--- src/rtl/dll_lock_sequencer.sv ---
// Reset/lock sequencer for the internal and external 2X clock DLL pair, clocked by the board clock.
// Optional build macro LOCK_LOSS_RECOVERY_EN: re-sequence the DLLs after a sustained lock loss in RUN.
module dll_lock_sequencer #(
    parameter int unsigned RST_PULSE_CYCLES = 8,
    parameter int unsigned LOCK_TIMEOUT     = 65535,
    parameter int unsigned STABLE_CYCLES    = 1024,
    parameter int unsigned MAX_RETRIES      = 3,
    parameter int unsigned CNT_W            = 17
) (
    input  logic       ui_board_clk,
    input  logic       ui_reset_n,
    input  logic       locked_int,
    input  logic       locked_ext,
    output logic       dll_rst,
    output logic       sys_reset_n,
    output logic       clk_ready,
    output logic       lock_fail,
    output logic [3:0] retry_count,
    output logic [2:0] state_o
);

    typedef enum logic [2:0] {
        ST_RESET_DLL = 3'd0,
        ST_WAIT_LOCK = 3'd1,
        ST_STABLE    = 3'd2,
        ST_RUN       = 3'd3,
        ST_FAIL      = 3'd4
    } state_t;

    localparam logic [CNT_W-1:0] CNT_ZERO     = {CNT_W{1'b0}};
    localparam logic [CNT_W-1:0] CNT_ONE      = CNT_W'(1);
    localparam logic [CNT_W-1:0] RST_LAST     = CNT_W'(RST_PULSE_CYCLES - 1);
    localparam logic [CNT_W-1:0] TIMEOUT_LAST = CNT_W'(LOCK_TIMEOUT - 1);
    localparam logic [CNT_W-1:0] STABLE_LAST  = CNT_W'(STABLE_CYCLES - 1);
    localparam logic [3:0]       RETRY_MAX    = 4'(MAX_RETRIES);

    state_t           state_r, state_next_s;
    logic [CNT_W-1:0] cnt_r, cnt_next_s;
    logic [3:0]       retry_r, retry_next_s;
    logic [2:0]       state_o_next_s;
    logic             li_meta_r, li_sync_r, le_meta_r, le_sync_r;
    logic             both_s;
    // flag_r: pending-drop marker with recovery enabled, sticky lock_lost otherwise
    logic             flag_r, flag_next_s;

    assign both_s      = li_sync_r & le_sync_r;
    assign retry_count = retry_r;

    // Two-flop synchronisers for the asynchronous LOCKED inputs
    always_ff @(posedge ui_board_clk) begin
        if (!ui_reset_n) begin
            li_meta_r <= 1'b0;
            li_sync_r <= 1'b0;
            le_meta_r <= 1'b0;
            le_sync_r <= 1'b0;
        end else begin
            li_meta_r <= locked_int;
            li_sync_r <= li_meta_r;
            le_meta_r <= locked_ext;
            le_sync_r <= le_meta_r;
        end
    end

    // Next-state, counter, retry and debug-encoding logic
    always_comb begin
        state_next_s = state_r;
        cnt_next_s   = cnt_r + CNT_ONE;
        retry_next_s = retry_r;
        flag_next_s  = 1'b0;
        case (state_r)
            ST_RESET_DLL: begin
                if (cnt_r == RST_LAST) begin
                    state_next_s = ST_WAIT_LOCK;
                    cnt_next_s   = CNT_ZERO;
                end else begin
                    state_next_s = ST_RESET_DLL;
                end
            end
            ST_WAIT_LOCK: begin
                // lock takes priority over a coincident timeout
                if (both_s) begin
                    state_next_s = ST_STABLE;
                    cnt_next_s   = CNT_ZERO;
                end else if (cnt_r == TIMEOUT_LAST) begin
                    cnt_next_s = CNT_ZERO;
                    if (retry_r < RETRY_MAX) begin
                        retry_next_s = retry_r + 4'd1;
                        state_next_s = ST_RESET_DLL;
                    end else begin
                        state_next_s = ST_FAIL;
                    end
                end else begin
                    state_next_s = ST_WAIT_LOCK;
                end
            end
            ST_STABLE: begin
                if (!both_s) begin
                    state_next_s = ST_WAIT_LOCK;
                    cnt_next_s   = CNT_ZERO;
                end else if (cnt_r == STABLE_LAST) begin
                    state_next_s = ST_RUN;
                    cnt_next_s   = CNT_ZERO;
                end else begin
                    state_next_s = ST_STABLE;
                end
            end
            ST_RUN: begin
                cnt_next_s = CNT_ZERO;
`ifdef LOCK_LOSS_RECOVERY_EN
                if (!both_s && flag_r) begin
                    state_next_s = ST_RESET_DLL;
                    retry_next_s = 4'd0;
                    flag_next_s  = 1'b0;
                end else if (!both_s) begin
                    flag_next_s = 1'b1;
                end else begin
                    flag_next_s = 1'b0;
                end
`else
                flag_next_s = flag_r | ~both_s;
`endif
            end
            ST_FAIL: begin
                cnt_next_s = CNT_ZERO;
            end
            default: begin
                state_next_s = ST_RESET_DLL;
                cnt_next_s   = CNT_ZERO;
            end
        endcase

`ifdef LOCK_LOSS_RECOVERY_EN
        state_o_next_s = state_next_s;
`else
        if ((state_next_s == ST_RUN) && flag_next_s) begin
            state_o_next_s = 3'b111;
        end else begin
            state_o_next_s = state_next_s;
        end
`endif
    end

    // State, counter and registered outputs; outputs follow the next state so they align with it
    always_ff @(posedge ui_board_clk) begin
        if (!ui_reset_n) begin
            state_r     <= ST_RESET_DLL;
            cnt_r       <= CNT_ZERO;
            retry_r     <= 4'd0;
            flag_r      <= 1'b0;
            dll_rst     <= 1'b1;
            sys_reset_n <= 1'b0;
            clk_ready   <= 1'b0;
            lock_fail   <= 1'b0;
            state_o     <= 3'd0;
        end else begin
            state_r     <= state_next_s;
            cnt_r       <= cnt_next_s;
            retry_r     <= retry_next_s;
            flag_r      <= flag_next_s;
            dll_rst     <= (state_next_s == ST_RESET_DLL);
            sys_reset_n <= (state_next_s == ST_RUN);
            clk_ready   <= (state_next_s == ST_RUN);
            lock_fail   <= (state_next_s == ST_FAIL);
            state_o     <= state_o_next_s;
        end
    end

endmodule

--- config.mk ---
export PLATFORM = sky130hd
export DESIGN_NAME = dll_lock_sequencer
export DESIGN_NICKNAME = d
export VERILOG_FILES = /design/src/rtl/dll_lock_sequencer.sv
export SDC_FILE = /design/constraint.sdc
export NUM_CORES = 1
export LEC_CHECK = 0
export ABC_CLOCK_PERIOD_IN_PS = 1880
export CORE_MARGIN = 5
export CORE_UTILIZATION = 50
export CTS_CLUSTER_SIZE = 24
export DETAILED_ROUTE_END_ITERATION = 7
export PLACE_DENSITY = 0.79
export SLEW_MARGIN = 20
export SYNTH_ARGS = -nofsm -noshare
export SYNTH_HDL_FRONTEND = slang
export SYNTH_SLANG_ARGS = --single-unit
--- constraint.sdc ---
create_clock -name ui_board_clk -period 1.88 [get_ports ui_board_clk]
set_input_delay 0.188 -clock ui_board_clk [delete_from_list [all_inputs] [get_ports ui_board_clk]]
set_output_delay 0.188 -clock ui_board_clk [all_outputs]
set_load 0.01 [all_outputs]
Word level (Yosys, flattened, before mapping)
Cells that the tools add are included.
{"block": "word_totals", "output_inout_bits": 11, "input_bits": 4, "regBits": 35, "word_cells": 47}
{"block": "classes", "muxes": 15, "n_lt_le_gt_ge": 1, "reduce_logical": 5, "addsub": 2, "eq_ne": 9, "bitwise": 3}
{"cell": "two-way mux 17 bit", "n": 5}
{"cell": "case mux 17 bit (3 select lines)", "n": 1}
{"cell": "adder 17 x 1 -> 17 bit, second input constant", "n": 1}
{"cell": "equality test 17 x 10 -> 1 bit, second input constant", "n": 1}
{"cell": "equality test 17 x 16 -> 1 bit, second input constant", "n": 1}
{"cell": "equality test 17 x 3 -> 1 bit, second input constant", "n": 1}
{"cell": "two-way mux 3 bit", "n": 4}
{"cell": "case mux 3 bit (4 select lines)", "n": 1}
{"cell": "equality test 3 x 2 -> 1 bit, second input constant", "n": 3}
{"cell": "equality test 3 bit, second input constant", "n": 2}
{"cell": "logical NOT 3 bit", "n": 2}
{"cell": "adder 4 x 1 -> 4 bit, second input constant", "n": 1}
{"cell": "less-than comparator 4 x 2 -> 1 bit, second input constant", "n": 1}
{"cell": "AND reduction 4 bit", "n": 1}
{"cell": "equality test 3 x 1 -> 1 bit, second input constant", "n": 1}
{"cell": "two-way mux 1 bit", "n": 3}
{"cell": "two-way mux 2 bit", "n": 1}
{"cell": "OR reduction 2 bit", "n": 1}
{"cell": "bitwise AND 1 bit", "n": 1}
{"cell": "logical AND 1 bit", "n": 1}
{"cell": "NOT 1 bit", "n": 1}
{"cell": "bitwise OR 1 bit", "n": 1}

Logic depth before layout (Yosys ltp)
Gate-level depths: netlist (run 1).
{"block": "depth", "word_depth": 8, "depth_mapped": 7, "ltp_nobuf": 6}

Worst setup path after synthesis (run 1)
No wires, ideal clock.
{"block": "synth_path", "path_kind": "register -> register", "startpoint": "register cnt_r[0]", "endpoint": "register dll_rst", "slack_ps": 141, "setup_ps": 116, "arrival_time_ps": 1622, "stages_incl_launch_ff": 7, "t_required_ps": 1764, "period_less_slack_ps": 1739, "n_path_buf": 0, "path_cell_list": "dfxtp_1 ha_1 nand3_1 nor3_2 nand3_1 o211a_1 a31o_2"}
{"block": "synth_via", "elab_chain_cells": 5, "word_cells_on_any_way": 10, "cone_classes": "3 x eq/ne; 6 x mux; 1 x reduce/logical"}
{"element": "from (decl)", "line": "38", "source": "logic [CNT_W-1:0] cnt_r, cnt_next_s;"}
{"element": "from (signal assigned)", "line": "157", "source": "cnt_r <= cnt_next_s;"}
{"element": "equality test 17 x 10 -> 1 bit / equality test 17 x 16 -> 1 bit (equally long branches)", "line": "100, 84"}
{"element": "two-way mux 1 bit / two-way mux 3 bit (equally long branches)", "line": "100, 84"}
{"element": "two-way mux 2 bit / two-way mux 3 bit (equally long branches)", "line": "97, 81"}
{"element": "case mux 3 bit (4 select lines) *", "line": "70", "source": "case (state_r)"}
{"element": "logical NOT 3 bit *", "line": "160", "source": "dll_rst <= (state_next_s == ST_RESET_DLL);"}
{"element": "to (signal assigned)", "line": "160"}
{"element": "to (decl)", "line": "14", "source": "output logic dll_rst,"}
Every way passes the cells marked *; elsewhere a longest branch is shown, timed or not.
A chain may end at the register's enable or synchronous reset.

Final worst setup path (run 1)
{"block": "layout_path", "startpoint": "register cnt_r[13]", "endpoint": "register cnt_r[10]"}
{"block": "layout_via", "elab_chain_cells": 4, "word_cells_on_any_way": 9, "cone_classes": "3 x eq/ne; 6 x mux"}
{"element": "equality test 17 x 10 -> 1 bit / equality test 17 x 16 -> 1 bit (equally long branches)", "line": "100, 84"}
{"element": "two-way mux 17 bit (on tied branches)", "line": "100, 84"}
{"element": "two-way mux 17 bit (on tied branches)", "line": "97, 81"}
{"element": "case mux 17 bit (3 select lines) *", "line": "70"}
Marks and branches as above.

==> flow_metrics.env, run 1 <==
export IMPL_cp_arrival_ns=2.06
export IMPL_cts_reportedPaths_clkPinSlew_ns=0.13
export IMPL_criticalPathCategory="register to register"
export IMPL_vdd_drop_max_uv=733
export IMPL_crit_path_end_kind="register"
export IMPL_crit_family="simple AND/OR/NAND/NOR gates"
export IMPL_critPathLaunchType="register"
export IMPL_timing_max_transition_violations_final=0
export IMPL_timing_slew_headroom=0.743
export IMPL_setup_violations_final=0
export IMPL_dominant_combinational_cell_family_by_area_after_synthesis="simple AND/OR/NAND/NOR gates"
export IMPL_fp_dieArea_um2=4080
export IMPL_finalCriticalPeriod_ns=1.81
export IMPL_cts_root_to_sink_buffers=2
export IMPL_met2_wirelength_um=1330
export IMPL_route_detailed_vias_per_inst=5.38
export IMPL_max_cap_violations=0
export IMPL_number_of_fillers_in_the_final_layout=243
export IMPL_y_dimension_of_the_die_um=63.9
export IMPL_critical_path_max_fanout=17
export IMPL_io_pin_count=15
export IMPL_synth_yosys_warnings=0
export IMPL_cts_root_buffer_type="clkbuf_4"
export IMPL_rsz0062_at_grt="false"
export IMPL_finalHoldViolations=0
export IMPL_clock_insertion_delay_worst_skew_ns=0.37
export IMPL_synth_top_flop_cell="dfxtp_1"
export IMPL_clock_sinks=35
export IMPL_antenna_found_initial=0
export IMPL_p_leak_nw=0.690
export IMPL_status="finished clean"
export IMPL_netlist_area_um2=1450
export IMPL_max_freq_mhz=552
export IMPL_worst_slew_pin_transition_ns=0.381
export IMPL_yosys_area_share_simple=0.287
export IMPL_multi_input_comb_area_um2=733
export IMPL_synth_mux_area_frac=0.00689
export IMPL_finalSetupTns_ns=0
export IMPL_synth_distinct_cells=38
export IMPL_fin_area_um2=1790
export IMPL_grt_pass1_wl_um=4970
export IMPL_global_route_overflow_total=0
export IMPL_final_setup_skew_ns=0.0196
export IMPL_detailedRoute_firstPassIterationCount=4
export IMPL_synth_edff_count=0
export IMPL_critical_path_buf_inv_count=1
export IMPL_placedInstanceArea_um2=1690
export IMPL_design_final_nets=185
export IMPL_global_placer_s_final_weighted_congestion=0.791
export IMPL_synth_xor_area_share=0.0965
export IMPL_postRouteAntennaNets=0
export IMPL_postLayoutCoreUtil=0.643
export IMPL_postSynthRegisterBits=35
export IMPL_residual_drc=0
export IMPL_drt_first_iter_violations=31
export IMPL_core_region_area_um2=2780
export IMPL_min_period_over_period=0.963
export IMPL_crit_path_cell_trace="or4_4, nor4_4, a21oi_2, o2111ai_4, buf_12, nor2_1"
export IMPL_layout_drive_gt1_share=0.168
export IMPL_asyncSetResetFlopFracSynth=0
export IMPL_area_growth_syn_to_layout_pct=23.1
export IMPL_cts_tree="yes"
export IMPL_synth_seq_area_share=0.482
export IMPL_track_usage=0.153
export IMPL_chipWidth_um=63.9
export IMPL_cts_hold_buffers=0
export IMPL_synthesis_instances=150
export IMPL_powerDensity_nw_per_um2=764
export IMPL_routed_top_layer="met4"
export IMPL_largest_net_degree_at_the_start_of_global_routing=18
export IMPL_synth_adder_area_share=0.0258
export IMPL_dpl_wire_length_um=2010
export IMPL_cts_buffers=5
export IMPL_routedWlPerCell_um=13.3
export IMPL_initial_utilization=0.522
export IMPL_route_layer_met1_wl_um=1210
export IMPL_core_rowCount=19
export IMPL_sequential_cell_area_um2=703
export IMPL_met3_wirelength_um=140
export IMPL_hold_class="input port to register"
export IMPL_first_global_vias=1127
export IMPL_routed_wl_um=2790
export IMPL_synthesis_area_per_instance_um2=9.68
export IMPL_cts_max_level=2
export IMPL_critical_path_max_stage_delay_ns=0.55
export IMPL_synth_compound_gate_area_share=0.0810
export IMPL_worst_path_slowest_cell="or4_4"
export IMPL_antennaDiodeCount=0
export IMPL_port_buffer_count=14
export IMPL_route_vias_total=1129
export IMPL_nets_in_the_synthesized_netlist=157
export IMPL_critical_path_required_ns=2.13
## worst reg2reg max path, stage by stage, from the launching register on
cell and delay (ns):
dfxtp_1 0.35, or4_4 0.55, nor4_4 0.24, a21oi_2 0.12, o2111ai_4 0.21, buf_12 0.17, nor2_1 0.07
## power by group
group	switching [W]	internal, W
clock	0.000274	0.000280
sequential	0.00000902	0.000753
combinational	0.0000233	0.0000264
total	0.000306	0.00106
## cells in the mapped netlist, types with 2 or more instances
| master | count | area, um^2 |
|---|---|---|
| nor2_1 | 28 | 105 |
| nand2_1 | 13 | 48.8 |
| o31ai_1 | 2 | 15.0 |
| dfxtp_1 | 35 | 701 |
| inv_1 | 2 | 7.51 |
| and4b_1 | 2 | 20.0 |
| xor2_1 | 12 | 105 |
| ha_1 | 3 | 37.5 |
| o21ai_0 | 2 | 10.0 |
| a21oi_1 | 2 | 10.0 |
| xnor2_1 | 4 | 35.0 |
| nand4_1 | 6 | 37.5 |
| nand3_1 | 6 | 30.0 |
| nor4_1 | 2 | 12.5 |
| and2_1 | 8 | 50.1 |
## state kept, by name (all words and copies together) (netlist names)
| signal | flops |
|---|---|
| cnt_r | 17 |
| retry_count | 4 |
| state_o | 3 |
| state_r | 3 |
| clk_ready | 1 |
| dll_rst | 1 |
| flag_r | 1 |
| le_meta_r | 1 |
| le_sync_r | 1 |
| li_meta_r | 1 |
| li_sync_r | 1 |
| lock_fail | 1 |
## stage by stage
step | power, W | std cells | hold slack (ns) | setup slack (ns)
2_1_floorplan | 0.000804 | 150 | 0.310 | 0.141
3_3_place_gp | 0.000825 | 202 | 0.416 | 0.132
3_5_place_dp | 0.000827 | 202 | 0.421 | 0.0770
4_1_cts | 0.00137 | 210 | 0.389 | 0.0566
5_1_grt | 0.00142 | 210 | 0.390 | 0.00627
6_report | 0.00137 | 210 | 0.378 | 0.0696
## area by class of cell
| type | instances | share of cell area |
|---|---|---|
| Clock inverter | 3 | 0.0245 |
| Tap cell | 31 | 0.0217 |
| Inverter | 3 | 0.00630 |
| Sequential cell | 35 | 0.393 |
| Clock buffer | 5 | 0.0210 |
| Timing Repair Buffer | 23 | 0.123 |
| Multi-Input combinational cell | 110 | 0.410 |
## cells by family after synthesis
group           Yosys count
buf+inv                   5
mux                       1
compound gates           13
simple gates             77
xor+xnor                 16
flops                    35
fa+ha+maj                 3
## per-layer routing
| metal | GRT usage | up-vias |
|---|---|---|
| li1 | - | 576 |
| met1 | 0.175 | 517 |
| met2 | 0.246 | 27 |
| met3 | 0.0403 | 9 |
| met4 | 0.109 | 0 |
| met5 | 0 | - |
## placed cells by master (no fill, tap or decap), drive strengths merged, types with 2 or more instances in the layout
master / instances
ha: 3
nand2: 13
a21oi: 3
xnor2: 4
nor4: 3
clkdlybuf4s50: 14
clkinv: 3
and4: 2
xor2: 12
and2: 8
o31ai: 2
clkbuf: 5
o21ai: 2
dfxtp: 35
nor2: 28
buf: 9
inv: 2
nand3: 6
nand4: 6
nor3: 2
and4b: 2
## repair_timing
action	in CTS	in global routing
gates resized for setup	0	4
buffers inserted	0	0
endpoints found under the setup margin	0	21
## final timing paths
path                            depth (start not counted)                  from                   end  slack, ns
worst max-delay path                                    6  cnt_r[13]$_SDFF_PN0_  cnt_r[10]$_SDFF_PN0_       0.07
worst min-delay path                                    2            locked_int  li_meta_r$_SDFF_PN0_       0.38
worst max register to register                          6  cnt_r[13]$_SDFF_PN0_  cnt_r[10]$_SDFF_PN0_       0.07
worst min register to register                          1  le_meta_r$_SDFF_PN0_  le_sync_r$_SDFF_PN0_       0.43
(Power assumes the default switching activity.)
==> run 2, diff against run 1 <==
- REMOVE_ABC_BUFFERS: unset -> 1
==> flow_metrics.env, run 2 (synthesis gave the netlist of run 1 again) <==
export IMPL_p_comb_frac=0.041
export IMPL_io_pin_count=15
export IMPL_cp_arrival_ns=2.10
export IMPL_cts_root_buffer_type="clkbuf_4"
export IMPL_cts_hold_buffers=0
export IMPL_core_rowCount=19
export IMPL_dpl_wire_length_um=2140
export IMPL_clkPwrFrac=0.328
export IMPL_global_route_overflow_total=0
export IMPL_postLayoutCoreUtil=0.634
export IMPL_max_cap_violations=0
export IMPL_antenna_found_initial=0
export IMPL_clock_insertion_delay_worst_skew_ns=0.34
export IMPL_power_net_switching_w=0.000286
export IMPL_residual_drc=0
export IMPL_fp_dieArea_um2=4080
export IMPL_internal_power_w=0.000923
export IMPL_number_of_fillers_in_the_final_layout=245
export IMPL_chipWidth_um=63.9
export IMPL_cts_root_to_sink_buffers=2
export IMPL_final_cell_mix="32 x dfxtp_1, 27 x nor2_1, 14 x clkdlybuf4s50_1, 13 x nand2_1, 12 x xor2_1"
export IMPL_cts_max_level=2
export IMPL_rsz0062_at_grt="true"
export IMPL_setup_violations_final=0
export IMPL_swShare=0.236
export IMPL_vdd_drop_max_uv=593
export IMPL_grt_pass1_wl_um=5150
export IMPL_final_common_cell="dfxtp_1"
export IMPL_initial_utilization=0.522
export IMPL_timing_slew_headroom=0.733
export IMPL_core_region_area_um2=2780
export IMPL_route_vias_total=1151
export IMPL_first_global_vias=1162
export IMPL_y_dimension_of_the_die_um=63.9
export IMPL_routedWlPerCell_um=13.6
export IMPL_routed_wl_um=2850
export IMPL_top_register="cnt_r"
export IMPL_area_growth_syn_to_layout_pct=21.4
export IMPL_timing_max_transition_violations_final=0
export IMPL_route_detailed_vias_per_inst=5.48
export IMPL_port_buffer_count=14
export IMPL_critical_path_max_fanout=4
export IMPL_track_usage=0.158
export IMPL_finalHoldViolations=0
export IMPL_postRouteAntennaNets=0
export IMPL_max_freq_mhz=539
export IMPL_global_placer_s_final_weighted_congestion=0.830
export IMPL_hold_class="input port to register"
export IMPL_drt_first_iter_violations=41
export IMPL_criticalPathCategory="register to register"
export IMPL_detailedRoute_firstPassIterationCount=5
export IMPL_worst_slew_pin_transition_ns=0.396
export IMPL_finalCriticalPeriod_ns=1.85
export IMPL_cts_tree="yes"
export IMPL_cts_buffers=5
export IMPL_clock_sinks=35
export IMPL_antennaDiodeCount=0
export IMPL_cts_reportedPaths_clkPinSlew_ns=0.11
export IMPL_powerDensity_nw_per_um2=685
export IMPL_design_final_nets=185
export IMPL_status="finished clean"
export IMPL_critical_path_required_ns=2.13
export IMPL_largest_net_degree_at_the_start_of_global_routing=18
export IMPL_layout_drive_gt1_share=0.179
export IMPL_power_share_sequential=0.631
export IMPL_final_setup_skew_ns=0.0121
export IMPL_crit_path_end_kind="register"
export IMPL_p_leak_nw=0.673
export IMPL_min_period_over_period=0.987
export IMPL_number_of_flip_flops_under_the_largest_register_name=17
export IMPL_final_hold_slack_ns=0.411
export IMPL_critPathLaunchType="register"
==> run 2: final timing paths <==
kind | start | end | slack [ns] | cells past startpoint
hold / removal | locked_ext | le_meta_r$_SDFF_PN0_ | 0.41 | 2
setup reg to reg | cnt_r[13]$_SDFF_PN0_ | dll_rst$_SDFF_PN1_ | 0.03 | 5
setup / recovery | cnt_r[13]$_SDFF_PN0_ | dll_rst$_SDFF_PN1_ | 0.03 | 5
hold reg to reg | le_meta_r$_SDFF_PN0_ | le_sync_r$_SDFF_PN0_ | 0.45 | 1
==> run 2: cell type report <==
cell class	count	area, um^2	share of cell area
sequential	35	704	0.399
inverter	3	11.3	0.00638
clock buffer	6	41.3	0.0234
tap	31	38.8	0.0220
clock inverter	2	12.5	0.00709
timing repair buffer	23	220	0.125
multi-input combinational	110	736	0.417
==> run 2: per-stage QoR <==
stage               setup WS (ns)  TNS, ns  total power [W]  std cells  cell area [um^2]
CTS                        0.0131        0          0.00122        210              1750
global route              -0.0384   -0.107          0.00127        210              1760
finish                     0.0252        0          0.00121        210              1760
detailed placement         0.0451        0         0.000828        202              1690
global placement            0.132        0         0.000825        202              1690
floorplan                   0.141        0         0.000801        148              1430
==> run 2: layer usage <==
layer	part of all wire	track usage	up-vias	wire length, um
met5	0	0	-	0
met3	0.051	0.0578	8	145
li1	-	-	572	-
met2	0.50	0.254	31	1420
met4	0.024	0.0649	0	68
met1	0.43	0.189	540	1220
==> run 2: critical path: stages (launching register included) <==
cell,delay (ns)
dfxtp_1,0.34
or4_4,0.55
nor4_4,0.26
nand3_2,0.17
o211a_1,0.22
a31o_2,0.22
==> run 2: power groups by stage <==
stage	Combinational, W	Clock [W]	Sequential (W)
6_report	0.0000498	0.000397	0.000762
5_1_grt	0.0000547	0.000453	0.000765
4_1_cts	0.0000504	0.000408	0.000761
3_5_place_dp	0.0000502	0	0.000778
3_3_place_gp	0.0000477	0	0.000777
2_1_floorplan	0.0000251	0	0.000776
==> run 2: what timing repair did <==
action	in CTS	in global routing
buffers inserted	0	0
setup endpoints to repair	0	7
gates resized for setup	0	7
endpoints found under the hold margin	0	0
